==> src/rtl/mdi_register_bank.sv <==
// Bank of DEPTH measure-once MDI cells: each read collapses its cell and releases
// the stored value only when the peer basis matches; a fuse kill disables the whole bank.
module mdi_register_bank #(
    parameter int WIDTH   = 8,
    parameter int BASIS_W = 2,
    parameter int DEPTH   = 16,
    parameter int WIPE    = 1,
    parameter int REARM   = 0,
    localparam int AW     = $clog2(DEPTH)
) (
    input  logic               clk,
    input  logic               reset,
    input  logic               init,
    input  logic [AW-1:0]      init_addr,
    input  logic [WIDTH-1:0]   value_in,
    input  logic [BASIS_W-1:0] basis_in,
    output logic               init_err,
    input  logic               rd_req,
    input  logic [AW-1:0]      rd_addr,
    input  logic [BASIS_W-1:0] peer_basis,
    output logic [BASIS_W-1:0] basis_q,
    output logic               rd_valid,
    output logic [WIDTH-1:0]   rd_data,
    output logic               rd_match,
    output logic               rd_err,
    output logic               pad_enable,
    output logic               fuse_fire,
    input  logic               fuse_blow,
    output logic               killed,
    output logic [AW:0]        live_count
);

    typedef enum logic [1:0] {
        CELL_EMPTY,
        CELL_ARMED,
        CELL_COLLAPSED
    } cell_state_t;

    cell_state_t        state [DEPTH];
    logic [WIDTH-1:0]   value [DEPTH];
    logic [BASIS_W-1:0] basis [DEPTH];
    logic [15:0]        lfsr;

    logic        kill_now;
    logic        rd_armed;
    logic        rd_hit;
    logic        init_ok;
    logic        init_inc;
    logic        lfsr_fb;
    logic [AW:0] live_next;

    always_comb begin
        // A fuse_blow on this edge already counts as killed for reads and inits.
        kill_now  = killed | fuse_blow;
        rd_armed  = rd_req & ~kill_now & (state[rd_addr] == CELL_ARMED);
        rd_hit    = rd_armed & (peer_basis == basis[rd_addr]);
        init_ok   = init & ~kill_now
                  & ~(rd_req & (rd_addr == init_addr))
                  & ((state[init_addr] != CELL_COLLAPSED) | (REARM != 0));
        init_inc  = init_ok & (state[init_addr] != CELL_ARMED);
        live_next = live_count;
        if (init_inc && !rd_armed) begin
            live_next = live_count + 1'b1;
        end else if (rd_armed && !init_inc) begin
            live_next = live_count - 1'b1;
        end
        lfsr_fb   = lfsr[0] ^ lfsr[2] ^ lfsr[3] ^ lfsr[5];
        basis_q   = (killed || state[rd_addr] == CELL_EMPTY) ? '0 : basis[rd_addr];
    end

    always_ff @(posedge clk or posedge reset) begin
        if (reset) begin
            for (int unsigned i = 0; i < unsigned'(DEPTH); i++) begin
                state[i] <= CELL_EMPTY;
                value[i] <= '0;
                basis[i] <= '0;
            end
            lfsr       <= 16'hACE1;
            killed     <= 1'b0;
            live_count <= '0;
            fuse_fire  <= 1'b0;
            init_err   <= 1'b0;
            rd_valid   <= 1'b0;
            rd_err     <= 1'b0;
            rd_match   <= 1'b0;
            pad_enable <= 1'b0;
            rd_data    <= '0;
        end else begin
            lfsr       <= {lfsr_fb, lfsr[15:1]};
            killed     <= kill_now;
            live_count <= live_next;
            fuse_fire  <= rd_armed;
            init_err   <= init & ~init_ok;
            rd_valid   <= rd_req;
            rd_err     <= rd_req & ~rd_armed;
            rd_match   <= rd_hit;
            pad_enable <= rd_hit;
            rd_data    <= rd_hit ? value[rd_addr] : (rd_req ? lfsr[WIDTH-1:0] : '0);
            if (rd_armed) begin
                state[rd_addr] <= CELL_COLLAPSED;
                if (WIPE != 0) begin
                    value[rd_addr] <= lfsr[WIDTH-1:0];
                end
            end
            // init_ok excludes the read address, so these writes never target the same cell.
            if (init_ok) begin
                state[init_addr] <= CELL_ARMED;
                value[init_addr] <= value_in;
                basis[init_addr] <= basis_in;
            end
        end
    end

endmodule

==> config.mk <==
export PLATFORM = sky130hd
export DESIGN_NAME = mdi_register_bank
export DESIGN_NICKNAME = d
export VERILOG_FILES = /design/src/rtl/mdi_register_bank.sv
export SDC_FILE = /design/constraint.sdc
export NUM_CORES = 1
export LEC_CHECK = 0
export CORE_MARGIN = 3
export CORE_UTILIZATION = 40
export CTS_BUF_LIST = sky130_fd_sc_hd__clkbuf_4 sky130_fd_sc_hd__clkbuf_8
export CTS_CLUSTER_DIAMETER = 40
export CTS_CLUSTER_SIZE = 25
export DETAILED_ROUTE_END_ITERATION = 10
export GPL_ROUTABILITY_DRIVEN = 1
export SLEW_MARGIN = 20
export SYNTH_ARGS = -nofsm -noshare
export SYNTH_HDL_FRONTEND = slang
export SYNTH_SLANG_ARGS = --single-unit
==> constraint.sdc <==
create_clock -name clk -period 7.5 [get_ports clk]
set_input_delay 1.875 -clock clk [delete_from_list [all_inputs] [get_ports clk]]
set_output_delay 1.875 -clock clk [all_outputs]
set_load 0.02 [all_outputs]
## Yosys cells after proc, flatten, opt, wreduce, memory -nomap -nowiden

Cells that the tools add are included.

| word-level totals | value |
|---|---|
| logic and storage cells | 135 |
| bits in registers | 227 |
| output and inout port bits | 22 |

| operators by class | value |
|---|---|
| reduce and logical (&&, ||, !) cells | 9 |
| $lt $le $gt $ge | 4 |
| mux-type cells | 32 |
| bitwise logic cells | 26 |
| $add $sub $neg | 2 |
| eq/ne operators | 5 |

Operators by type and width:

| cell | number |
|---|---|
| 128-bit bitwise mux | 2 |
| 128-bit two-way mux | 2 |
| 8-bit demux with 4-bit select | 2 |
| 32-bit two-way mux | 2 |
| 8-bit two-way mux | 6 |
| 16-bit AND | 2 |
| 8-bit binary-select mux with 4-bit select | 1 |
| 32-bit bitwise mux | 1 |
| 16-bit inverter | 2 |
| 16-bit OR | 2 |
| 2-bit binary-select mux with 4-bit select | 3 |
| 2-bit two-way mux | 9 |
| 2-bit demux with 4-bit select | 2 |
| 1-bit AND | 10 |
| 5-bit >= comparator (second input constant) | 2 |
| 5-bit by 1-bit less-than comparator with 1-bit output (second input constant) | 2 |
| 5-bit two-way mux | 2 |
| 4-bit inverter with 5-bit output | 2 |
| 5-bit by 1-bit adder with 5-bit output (second input constant) | 1 |
| 5-bit by 1-bit subtractor with 5-bit output (second input constant) | 1 |
| 4-bit == test | 1 |
| 1-bit logical AND | 4 |
| 1-bit inverter | 4 |
| 1-bit XOR | 3 |
| 9 further kinds | 10 |

## Logic depth before layout (Yosys ltp)

Gate-level depths: netlist (run 1).

| depth | value |
|---|---|
| word-level depth | 11 |
| gate-level depth with buffers | 16 |
| gate-level depth less buffers | 13 |

## Least setup slack after synthesis (run 1)

No wires, ideal clock.

| path | value |
|---|---|
| path kind | input port to output port |
| start point | in rd_addr[1] |
| end point | out basis_q[1] |
| stages | 7 |
| path slack | 2.038 ns |
| data arrival time | 3.587 ns |
| cells stage by stage | buf_2 buf_2 mux2_2 mux4_2 mux2i_1 a21oi_1 and2_1 |

| between the ends | value |
|---|---|
| longest elaborated chain between the ends | 7 |
| elaborated cells on any way between the ends | 10 |

RTL lines:

| item | RTL line | text |
|---|---|---|
| start, declared | 19 | `input logic [AW-1:0] rd_addr,` |
| 4-bit inverter with 5-bit output (not written as such) (*) | 68 | `basis_q = (killed \|\| state[rd_addr] == CELL_EMPTY) ? '0 : basis[rd_addr];` |
| 2-bit binary-select mux with 4-bit select | 68 |  |
| 2-bit two-way mux (not written as such) (2 in a row) | 68 |  |
| 2-bit zero test | 68 |  |
| 1-bit logical OR | 68 |  |
| 2-bit two-way mux (*) | 68 |  |
| end, declared | 21 | `output logic [BASIS_W-1:0] basis_q,` |

Mark *: on every way between the ends. The rest lies on a longest branch, timed or not. The select of a mux whose other input is x is not followed.

## Worst setup path after layout (run 1)

| path | value |
|---|---|
| start point | in rd_addr[3] |
| end point | out basis_q[0] |

Same word-level chain as after synthesis.

==> results of run 1 <==
==> placed cells by master, fill, tap and decap left out, types with 6 or more instances in the layout <==
| cell | count |
|---|---|
| nor2b_1 | 9 |
| dfrtp_1 | 219 |
| inv_6 | 7 |
| clkdlybuf4s50_1 | 44 |
| dfstp_2 | 8 |
| nand3_1 | 11 |
| mux2_2 | 21 |
| nand2_1 | 146 |
| a21oi_1 | 33 |
| inv_1 | 21 |
| clkbuf_8 | 42 |
| nor3_4 | 10 |
| buf_4 | 15 |
| nor3_2 | 6 |
| o21ai_0 | 102 |
| a21o_1 | 16 |
| xnor2_1 | 10 |
| o21ai_1 | 12 |
| nor2_1 | 29 |
| mux2_4 | 18 |
| mux4_2 | 63 |
| bufinv_16 | 6 |
| mux2i_1 | 142 |
==> stage by stage <==
step / total power [mW] / hold WS, ns
global placement: 1.44 / 0.338
global route: 2.84 / 0.362
CTS: 2.77 / 0.354
finish: 2.73 / 0.351
detailed placement: 1.44 / 0.343
floorplan: 1.39 / 0.331
==> registers in the layout, summed over array words and instances (netlist names) <==
register,cells
pad_enable,1
value,128
basis,32
init_err,1
killed,1
fuse_fire,1
rd_err,1
live_count,5
rd_valid,1
lfsr,16
rd_data,8
state,32
==> how the worst max path moves through the flow <==
stage	start	endpoint	cells after the start
final	rd_addr[3]	basis_q[0]	6
after global routing	rd_addr[3]	basis_q[0]	6
after CTS	rd_addr[3]	basis_q[0]	6
after detailed placement	rd_addr[3]	basis_q[0]	6
after global placement	rd_addr[3]	basis_q[0]	6
after floorplan	rd_addr[1]	basis_q[1]	7
==> synth_stat cells (4+ instances only) <==
cell type  instances  area, sq um
dfstp_2            8          210
buf_4              4         30.0
nor3_4             9          146
o21ai_0          102          510
mux2_4            18          270
dfrtp_1          219         5480
mux4_2            63         1420
xor2_1             4         35.0
nor2_1            29          109
a21oi_1           33          165
nor3_2             4         40.0
clkbuf_1          49          184
ha_1               4         50.1
nor2b_1            9         56.3
mux2_2            21          236
nand2_1          146          548
o21ai_1           12         60.1
buf_2             31          155
nor3_1             5         25.0
buf_6             11          124
xnor2_1           10         87.6
a21o_1            16          120
nand3_1           11         55.1
inv_1             22         82.6
mux2i_1          142         1420
==> cells by family (layout without fill, tap and decap cells) <==
kind of cell / after synthesis / in the layout / synth area share (%)
multiplexers: 248 / 248 / 28.7
AND/OR/NAND/NOR: 228 / 228 / 9.19
flip-flops: 227 / 227 / 47.9
AO/OA/AOI/OAI: 169 / 169 / 7.62
buffers and inverters: 121 / 149 / 5.06
XOR/XNOR: 14 / 14 / 1.03
adder cells (fa/ha/maj): 5 / 5 / 0.589
==> area by class of cell <==
cell class	instances	area, sq um
Clock inverter	21	300
Timing Repair Buffer	61	578
Inverter	22	86.3
Sequential cell	227	5690
Clock buffer	45	601
Fill cell	2677	15700
Tap cell	384	480
Multi-Input combinational cell	664	5620
==> routing by layer <==
metal / share of wire [%] / GRT usage (%) / wire length (um) / up-vias
met5: 0 / 0 / 0 / -
met4: 2.6 / 5.88 / 785 / 0
met3: 5.7 / 2.94 / 1710 / 50
met2: 45 / 29.3 / 13300 / 256
met1: 47 / 28.7 / 13900 / 3913
li1: - / - / - / 3568
==> critical path: cells and delay by family <==
family	cells	cell delay (ns)
buf+inv	2	1.63
mux	2	0.55
compound gates	1	0.41
simple gates	1	0.25
==> power breakdown <==
part / switching, mW / internal (mW)
Sequential: 0.0111 / 1.24
Combinational: 0.103 / 0.0655
Clock: 0.556 / 0.757
Total: 0.670 / 2.06
==> impl_metrics.toml, run 1 <==
[timing]
fmax_mhz = 152
final-hold-violation-count = 0
period_needed_ns = 6.58
rsz0062_at_grt = "false"
slew-limit-headroom_pct = 28.2
drv_slew = 0
tns_ns = 0
period_share_pct = 87.8
skew_ns = 0.0251
worstMarginPinSlew_ns = 1.08
setup_violations = 0
fin_ws_ns = 0.915

[worst_setup_path]
arrival_ns = 4.71
crit_type = "primary input to primary output"
cp_slowest_cell = "clkdlybuf4s50_1"
reg2reg_depth = 12
required_ns = 5.62
slowest_delay_ns = 1.00
r2r_start = "state[0]"
cp_cell_sequence = "clkdlybuf4s50_1 -> mux4_2 -> mux2i_1 -> a21oi_1 -> nor2b_1 -> clkdlybuf4s50_1"
crit_top_cell = "clkdlybuf4s50_1"
rr_endpoint = "live_count[4]"
path_max_fanout = 15
reg2reg_slack_ns = 3.79
worst_setup_path_end_kind = "primary output"
crit_path_start_kind = "primary input"

[detailed_routing]
via_count = 7787
routed_wirelength_um = 29700
drt_iter0_drc = 797
wl_per_cell_um = 20.9
drt_first_pass_iters = 5
drc = 0
ant_nets = 0
vias_per_cell = 5.47

[placement]
io_buffers = 46
gp_congestion = 0.840
hpwl_um = 19500
dp_cells = 1358
placed_cell_area_sq_mm = 0.0125
preCtsSetupSlack_ns = 0.940

[floorplan]
rows = 62
die_h_um = 178
io-pin-count = 47
die_w_um = 178
dieArea_sq_mm = 0.0318
core_sq_mm = 0.0290
initial_core_util_pct = 41.0

[clocking]
post_cts_buffers = 0
clockRootBuffer = "clkbuf_8"
cts_tree = "yes"
cts-resized-gates = 0
htreeDepth = 2
cts_buffers = 36
postCtsHoldBufs = 0
clkTransAtPathRegs_ns = 0.06
clk_latency_ns = 0.55
cts.sinks = 227
cts_buffer_depth = 3

[logic_synthesis]
ys_seq_area_share_pct = 47.9
synthFlopType = "dfrtp_1"
syn_area_per_cell_sq_um = 11.7
netlist_instances = 1012
yosysWarnings = 0
yosysUniqueCellTypes = 42
ys_ff_latch = 227
synth_fp_nets = 1042
synth-edff-count = 0
syn_area_sq_mm = 0.0119
synthArstFlopShare_pct = 100

[min_path]
hp-class = "flop to flop"
holdPathEnd = "lfsr[11]"
min_path_cells = 0
hp-start = "lfsr[12]"

[cells_and_area]
area_delta_synth_final_pct = 12.3
diodes = 0
final_cells = 1424
final_area_sq_mm = 0.0134
final_core_util_pct = 46.0
drive_gt1_share_pct = 20.7
fin_nets = 1042

[global_routing]
grt_max_degree = 183
grt_pass1_wl_um = 47500
gr-usage-all-layers_pct = 19.3
grt_overflow = 0
grt_pass1_vias = 7930
grt_antenna_before_repair = 0

[status]
status = "complete, no violations"

[pwr]
cellLeakagePower_nw = 6.72
p_per_area_mw_per_mm2 = 205
max-vdd-ir-drop_v = 0.000118

[job]
timing.max_cap.violations = 0
No activity file was read; power rests on OpenSTA's default activity.
==> run 2, diff against run 1 <==
Settings changed: SKIP_LAST_GASP set to 1.
==> results of run 2 <==
Final layout, timing and power as in run 1 (identical DEF).
